===== config.mk =====
export PLATFORM = sky130hd
export DESIGN_NAME = digit_reverse_reorder
export DESIGN_NICKNAME = d
export VERILOG_FILES = /design/src/rtl/fft_pkg.sv /design/src/rtl/digit_reverse_reorder_ram.sv /design/src/rtl/digit_reverse_reorder.sv
export SDC_FILE = /design/constraint.sdc
export NUM_CORES = 2
export LEC_CHECK = 0
export BUFFER_PORTS_ARGS = -buffer_cell sky130_fd_sc_hd__clkbuf_2
export CORE_MARGIN = 2
export CORE_UTILIZATION = 55
export CTS_BUF_LIST = sky130_fd_sc_hd__clkbuf_8 sky130_fd_sc_hd__clkbuf_16
export DETAILED_ROUTE_END_ITERATION = 10
export HOLD_SLACK_MARGIN = 0.12
export PLACE_DENSITY = 0.71
export RECOVER_POWER = 25
export SYNTH_ARGS = -nofsm -noshare
export SYNTH_HDL_FRONTEND = slang
export SYNTH_SLANG_ARGS = --single-unit

===== constraint.sdc =====
create_clock -name clock -period 7.35 [get_ports clock]
set_input_delay 1.47 -clock clock [delete_from_list [all_inputs] [get_ports clock]]
set_output_delay 1.47 -clock clock [all_outputs]
set_load 0.03 [all_outputs]

===== src/rtl/fft_pkg.sv =====
// Shared FFT helpers: index-width functions, radix-4 digit reversal and
// the read-side FSM state encoding used by the reorder buffer.
package fft_pkg;

  localparam int MAX_IDX_W = 16;

  typedef enum logic {IDLE, READ} rd_state_e;

  function automatic int log2n(input int n);
    return $clog2(n);
  endfunction

  function automatic int log4n(input int n);
    return $clog2(n) / 2;
  endfunction

  // Reverse the order of the 2-bit base-4 digits in the low idx_w bits.
  function automatic logic [MAX_IDX_W-1:0] digitrev(input logic [MAX_IDX_W-1:0] idx,
                                                    input int idx_w);
    logic [MAX_IDX_W-1:0] r;
    r = '0;
    for (int d = 0; d < idx_w / 2; d++)
      r[2*d +: 2] = idx[idx_w-2-2*d +: 2];
    return r;
  endfunction

endpackage


===== src/rtl/digit_reverse_reorder_ram.sv =====
// Two-bank sample store: one synchronous write port, one asynchronous read
// port; the bank select is the MSB of the flat address.
module pingpong_sample_ram #(
  parameter int WIDTH = 32,
  parameter int DEPTH = 16,
  localparam int AW   = $clog2(DEPTH)
) (
  input  logic                 clock,
  input  logic                 wr_en_i,
  input  logic                 wr_bank_i,
  input  logic [AW-1:0]        wr_addr_i,
  input  logic [2*WIDTH-1:0]   wr_data_i,
  input  logic                 rd_bank_i,
  input  logic [AW-1:0]        rd_addr_i,
  output logic [2*WIDTH-1:0]   rd_data_o
);

  logic [2*WIDTH-1:0] mem_q [2*DEPTH];

  always_ff @(posedge clock)
    if (wr_en_i) mem_q[{wr_bank_i, wr_addr_i}] <= wr_data_i;

  assign rd_data_o = mem_q[{rd_bank_i, rd_addr_i}];

endmodule


===== src/rtl/digit_reverse_reorder.sv =====
// Radix-4 digit-reversed to natural-order reorder buffer (ping-pong banks).
// Optional output_last flag enabled with macro DIGIT_REORDER_LAST_EN.
module digit_reverse_reorder
  import fft_pkg::*;
#(
  parameter int WIDTH       = 32,
  parameter int NUM_SAMPLES = 16
) (
  input  logic             clock,
  input  logic             reset,
  input  logic             input_en,
  input  logic [WIDTH-1:0] input_real,
  input  logic [WIDTH-1:0] input_imag,
  output logic             output_en,
  output logic [WIDTH-1:0] output_real,
  output logic [WIDTH-1:0] output_imag,
`ifdef DIGIT_REORDER_LAST_EN
  output logic             output_last,
`endif
  output logic             overflow
);

  localparam int AW = log2n(NUM_SAMPLES);
  localparam logic [AW-1:0] LAST_IDX = AW'(NUM_SAMPLES - 1);

  logic [AW-1:0]      wr_cnt_q, rd_cnt_q, rd_addr;
  logic               wr_bank_q, rd_bank_q;
  logic [1:0]         full_q;
  rd_state_e          state_q;
  logic               rd_last, wr_ok, wr_last;
  logic [2*WIDTH-1:0] rd_data;

  assign rd_last = (state_q == READ) && (rd_cnt_q == LAST_IDX);
  // A bank being drained on this very edge is free for the writer: the read
  // sees the old contents, so continuous input never hits a full bank.
  assign wr_ok   = input_en && (!full_q[wr_bank_q] || (rd_last && rd_bank_q == wr_bank_q));
  assign wr_last = wr_ok && (wr_cnt_q == LAST_IDX);
  assign rd_addr = AW'(digitrev(MAX_IDX_W'(rd_cnt_q), AW));

  pingpong_sample_ram #(.WIDTH(WIDTH), .DEPTH(NUM_SAMPLES)) u_ram (
    .clock     (clock),
    .wr_en_i   (wr_ok),
    .wr_bank_i (wr_bank_q),
    .wr_addr_i (wr_cnt_q),
    .wr_data_i ({input_real, input_imag}),
    .rd_bank_i (rd_bank_q),
    .rd_addr_i (rd_addr),
    .rd_data_o (rd_data)
  );

  always_ff @(posedge clock or posedge reset)
    if (reset) begin
      wr_cnt_q  <= '0;
      wr_bank_q <= 1'b0;
      full_q    <= '0;
      overflow  <= 1'b0;
    end else begin
      if (wr_ok) wr_cnt_q <= wr_cnt_q + 1'b1;
      if (wr_last) begin
        full_q[wr_bank_q] <= 1'b1;
        wr_bank_q         <= ~wr_bank_q;
      end
      if (rd_last) full_q[rd_bank_q] <= 1'b0;
      if (input_en && !wr_ok) overflow <= 1'b1;
    end

  always_ff @(posedge clock or posedge reset)
    if (reset) begin
      state_q     <= IDLE;
      rd_cnt_q    <= '0;
      rd_bank_q   <= 1'b0;
      output_en   <= 1'b0;
      output_real <= '0;
      output_imag <= '0;
`ifdef DIGIT_REORDER_LAST_EN
      output_last <= 1'b0;
`endif
    end else begin
      case (state_q)
        IDLE: begin
          output_en <= 1'b0;
`ifdef DIGIT_REORDER_LAST_EN
          output_last <= 1'b0;
`endif
          if (full_q[rd_bank_q]) begin
            state_q  <= READ;
            rd_cnt_q <= '0;
          end
        end
        READ: begin
          output_en   <= 1'b1;
          output_real <= rd_data[2*WIDTH-1:WIDTH];
          output_imag <= rd_data[WIDTH-1:0];
`ifdef DIGIT_REORDER_LAST_EN
          output_last <= rd_last;
`endif
          rd_cnt_q <= rd_cnt_q + 1'b1;
          if (rd_last) begin
            rd_bank_q <= ~rd_bank_q;
            if (!full_q[~rd_bank_q]) state_q <= IDLE;
          end
        end
      endcase
    end

endmodule

# Word-level counts from Yosys, hierarchy flattened
# Memories as Yosys holds them, arrays and structs flattened. A register that Yosys moved wholly into a read port is not among the register bits.
# Index checks and enable logic that the tools add are counted.
word_totals:
  reg_bits: 15
  ramBits: 2048
  in_bits: 67
  wordCells: 58
  n_memories: 1
memory_table:
  columns: ["name", "words", "width", "rd", "rd_ports_with_merged_regs", "write_ports", "line_no", "text"]
  rows:
  - ["u_ram.mem_q", 32, 64, 1, 1, 1, "digit_reverse_reorder_ram.sv:18", "logic [2*WIDTH-1:0] mem_q [2*DEPTH];"]
op_classes:
  addsub: 2
  order_cmp: 5
  eq_ne: 4
  muxes: 21
  bitwise_logic: 6
  n_reduce_logical: 11
ops:
  columns: ["op", "count"]
  rows:
  - ["$mux W1", 13]
  - ["$add A4 B1 Y4 const B", 2]
  - ["$eq A4 B4 Y1 const B", 2]
  - ["$pmux W4 S2", 1]
  - ["$logic_and A1 B1 Y1", 7]
  - ["$lt A1 B2 Y1 const B", 3]
  - ["$mux W2", 2]
  - ["$mux W4", 1]
  - ["$pmux W1 S2", 2]
  - ["$not A1 Y1", 3]
  - ["$and A2 B2 Y2", 1]
  - ["$demux W1 S1", 2]
  - ["$ge A1 B1 Y1 const B", 2]
  - ["$logic_not A1 Y1", 2]
  - ["$ne A2 B2 Y1 const B", 1]
  - ["$not A2 Y2", 1]
  - ["$or A2 B2 Y2", 1]
  - ["$reduce_and A2 Y1", 1]
  - ["$eq A1 B1 Y1", 1]
  - ["$logic_or A1 B1 Y1", 1]

# Logic depth before layout (Yosys ltp)
depth:
  ltp_word: 9
  mapped_depth: 11
  ltp_nobuf: 6

# Cells and area by module
# Synthesis repeated with hierarchy kept, for this count alone.
hier_totals:
  cells_unflattened: 3231
  hier_area_um2: 80753.7
modules_own_cells:
  columns: ["mod", "instances", "cells_per_inst", "area_each_um2", "seq_area_each_um2"]
  rows:
  - ["pingpong_sample_ram", 1, 3033, 77683.3, 61499.0]
  - ["digit_reverse_reorder", 1, 198, 3070.4, 1976.9]

# Worst setup path before layout
# OpenSTA, ideal clock, no wires.
synth_path:
  path_type: "in2reg"
  from: "input port input_en"
  to: "memory u_ram.mem_q[29][0] (netlist name), enable pin"
  setup_ps: 487
  t_arrival_ps: 4736
  path_slack_ps: 2128
  path_stages: 4
  path_cell_list: "and3b_1 -> clkbuf_1 -> nand2_1 -> nor2_1"
synth_via:
  elab_chain_cells: 3
synth_rtl:
  columns: ["element", "line_no", "text"]
  rows:
  - ["start: declaration", "digit_reverse_reorder.sv:11", "input logic input_en,"]
  - ["$logic_and A1 B1 Y1", "digit_reverse_reorder.sv:36", "assign wr_ok = input_en && (!full_q[wr_bank_q] || (rd_last && rd_bank_q == wr_bank_q));"]
  - ["$mux W1", "digit_reverse_reorder_ram.sv:21", "if (wr_en_i) mem_q[{wr_bank_i, wr_addr_i}] <= wr_data_i;"]
  - ["$mux W1 (not written as such)", "digit_reverse_reorder_ram.sv:21", null]
  - ["end: declaration", "digit_reverse_reorder_ram.sv:18", null]
# No other way between the ends.

# Final worst setup path
layout_path:
  from: "register rd_cnt_q[0]"
  to: "memory u_ram.mem_q[1][47] (netlist name), enable pin"
layout_via:
  elab_chain_cells: 7
layout_rtl:
  columns: ["element", "line_no", "text"]
  rows:
  - ["start: declaration", "digit_reverse_reorder.sv:26", "logic [AW-1:0] wr_cnt_q, rd_cnt_q, rd_addr;"]
  - ["start signal: assignment", "digit_reverse_reorder.sv:97", "rd_cnt_q <= rd_cnt_q + 1'b1;"]
  - ["$eq A4 B4 Y1", "digit_reverse_reorder.sv:33", "assign rd_last = (state_q == READ) && (rd_cnt_q == LAST_IDX);"]
  - ["$logic_and A1 B1 Y1", "digit_reverse_reorder.sv:33", null]
  - ["$logic_and A1 B1 Y1", "digit_reverse_reorder.sv:36", null]
  - ["$logic_or A1 B1 Y1", "digit_reverse_reorder.sv:36", null]
  - ["$logic_and A1 B1 Y1", "digit_reverse_reorder.sv:36", null]
  - ["$mux W1", "digit_reverse_reorder_ram.sv:21", null]
  - ["$mux W1 (not written as such)", "digit_reverse_reorder_ram.sv:21", null]
# No other way between the ends.

==> qor.csv <==
metric;value;unit
status;finished, violations left;
failing checks;max-capacitance violations, max-slew violations;
hold slack;455;ps
Hold Path Origin;overflow;
Tot Pwr;0.0340;W
worst flop-to-flop path startpoint;rd_cnt_q[0];
first-pass GRT wire length;266;mm
post-synthesis sequential area ratio;79.1;%
Layout area overhead;11.8;%
commonest non-fill, non-tap cell in the layout;edfxtp_1;
Hold Path End;overflow;
R2R setup slack;2890;ps
RSZ-0062 raised after global routing;false;
minimum clock period;4460;ps
# H-tree levels;4;
die height;386;µm
fmax;224;MHz
Most used DFF post-synth;edfxtp_1;
Worst-path clk slew;60;ps
Final Hold Viols;0;
mapped cell area;80200;µm²
Post-CTS Hold Buffers;0;
crit path DAT;4910;ps
Remaining Overflow, GRT;0;
Detail Route Antenna Nets;0;
Synth Instances;3400;
hold path cells;1;
final period utilization;60.7;%
Pwr Density;379;nW/µm²
CTS buffer count;200;
Async S/R FF share, synth;3.71;%
clk_lat worst skew;820;ps
post-cts resize count;0;
VDD IR max;0.359;mV
Distinct cells, synth;43;
CP Capture Type;register;
final WL;185;mm
Max Clock Skew;28.5;ps
final number of max-transition violations;30;
Worst Reg2Reg Path Length in Cells;7;
Placer Congestion;0.754;
CTS root buf;clkbuf_16;
core region area;145000;µm²
Post-CTS Setup Bufs;0;
Die Footprint;149000;µm²
Worst Max-Slew Pin Slew;2080;ps
Lkg Pwr;28.3;nW
layout cells sized above 1;28.2;%
Synth Net Count;3472;
initial antenna violation count;8;
slowest cell on the critical path;nor2_4;
buffer depth of the longest clock path;3;
Final nets;3703;
most frequent cells in the layout;edfxtp_1, mux4_2, clkbuf_16;
worst r2r dst;u_ram.mem_q[1][47];
Worst slew margin;-39.8;%
CP top delay family;simple AND/OR/NAND/NOR gates;
max-cap violation count;1;
critical path startpoint category;register;
Hold WC Path Type;register to register;
Top Ports;133;
CP bufs+invs;1;
WL/cell;32.3;µm
vias in the first global route;37500;
Mapped Avg Cell Area;23.6;µm²
Crit Path Max Fanout;40;
final setup TNS;0;ps
Yosys Warn Count;0;
delay of the slowest cell on the worst path;940;ps
vias;37500;
crit path kind;register to register;
Total GRT Usage;25.2;%
CTS tree;built;
1st-iter DRT viols;4923;
Yosys reg bits;2127;
initial core utilization;55.3;%
number of remaining DRC errors;0;
EDFF count, synth;2048;
setup violators final;0;
Worst EP required;7800;ps
die extent in x;386;µm
Cell Rows;140;
# clock sinks;2127;
DPL Wire Length;97.1;mm
Final Core Density;61.8;%
largest net degree at the start of global routing;119;
drt pass-1 iters;6;
PortBufs;132;
CP cell instances;ha_1 > nand4_1 > o21ai_1 > and3b_1 > nand2_1 > nor2_4 > buf_4;
Fill cells;9599;
Via density;6.56;
-- synthesized netlist by cell type (all sizes together) (4+ instances only) --
cell        n  share of area (%)
o2111ai    11               0.12
nor2b       5              0.039
inv        30               0.14
xnor2       5              0.055
a22oi      99               0.93
a221o      24               0.30
nand3b      5              0.047
edfxtp   2048                 77
a21oi      47               0.29
nand2      40               0.19
a22o       11               0.12
clkbuf     79               0.37
mux4      540                 15
nand2b      4              0.031
buf       113               0.91
nor2       61               0.29
o21ai      34               0.21
ha          5              0.078
dfrtp      79                2.5
o22ai      58               0.45
mux2i      62               0.77
a221oi     11               0.12
-- per-stage QoR --
| step | setup WS, ps | std cells | instance area [µm²] |
|---|---|---|---|
| after global placement | 2800 | 5346 | 83300 |
| after CTS | 2880 | 5719 | 89700 |
| after floorplan | 2130 | 3400 | 80200 |
| after global routing | 2630 | 5721 | 89700 |
| final | 2890 | 5723 | 89700 |
| after detailed placement | 2800 | 5346 | 83300 |
-- cell families (layout without fill, tap and decap cells) --
logic type,count (synthesis),after routing,share of synthesized area [%]
compound gates,299,299,2.59
xor+xnor,6,6,0.0655
fa+ha+maj,5,5,0.0780
buf+inv,222,624,1.42
flops,2127,2127,79.1
mux,605,605,16.0
other cells,0,4,0
simple gates,136,136,0.767
-- worst max path at each step --
stage | endpoint | slack (ps) | cells past startpoint | from
global placement | u_ram.mem_q[0][42] | 2800 | 5 | input_en
CTS | u_ram.mem_q[0][32] | 2880 | 7 | rd_cnt_q[0]
detailed placement | u_ram.mem_q[1][46] | 2800 | 5 | input_en
floorplan | u_ram.mem_q[29][0] | 2130 | 4 | input_en
finish | u_ram.mem_q[1][47] | 2890 | 7 | rd_cnt_q[0]
global route | u_ram.mem_q[1][36] | 2630 | 6 | rd_cnt_q[2]
-- flip-flops by register name (all words and copies together) (netlist names) --
signal	cells
output_real	32
wr_bank_q	1
rd_bank_q	1
overflow	1
output_imag	32
rd_cnt_q	4
wr_cnt_q	4
output_en	1
full_q	2
u_ram.mem_q	2048
state_q	1
-- per-layer routing --
| layer | part of all wire [%] | vias up | track usage (%) |
|---|---|---|---|
| li1 | - | 15100 | - |
| met1 | 39 | 20200 | 36.4 |
| met2 | 48 | 1989 | 39.2 |
| met3 | 9.9 | 275 | 6.05 |
| met4 | 2.4 | 8 | 6.61 |
| met5 | 0.025 | - | 0 |
-- where the power goes --
part	total, W	internal (W)	leakage (nW)	switching [W]
Combinational	0.00923	0.00396	5.57	0.00527
Sequential	0.0147	0.0142	19.4	0.000537
Clock	0.0100	0.00565	3.34	0.00438
-- layout make-up --
cell class,count,area (µm²),share of cell area (%)
Antenna cell,4,10.0,0.0112
Tap cell,1917,2400,2.67
Clock inverter,159,1170,1.31
Sequential cell,2127,63500,70.8
Clock buffer,214,5230,5.83
Multi-Input combinational cell,1051,15900,17.7
Timing Repair Buffer,221,1370,1.53
Inverter,30,114,0.127
Note: power is estimated with default switching activity, not from simulation.
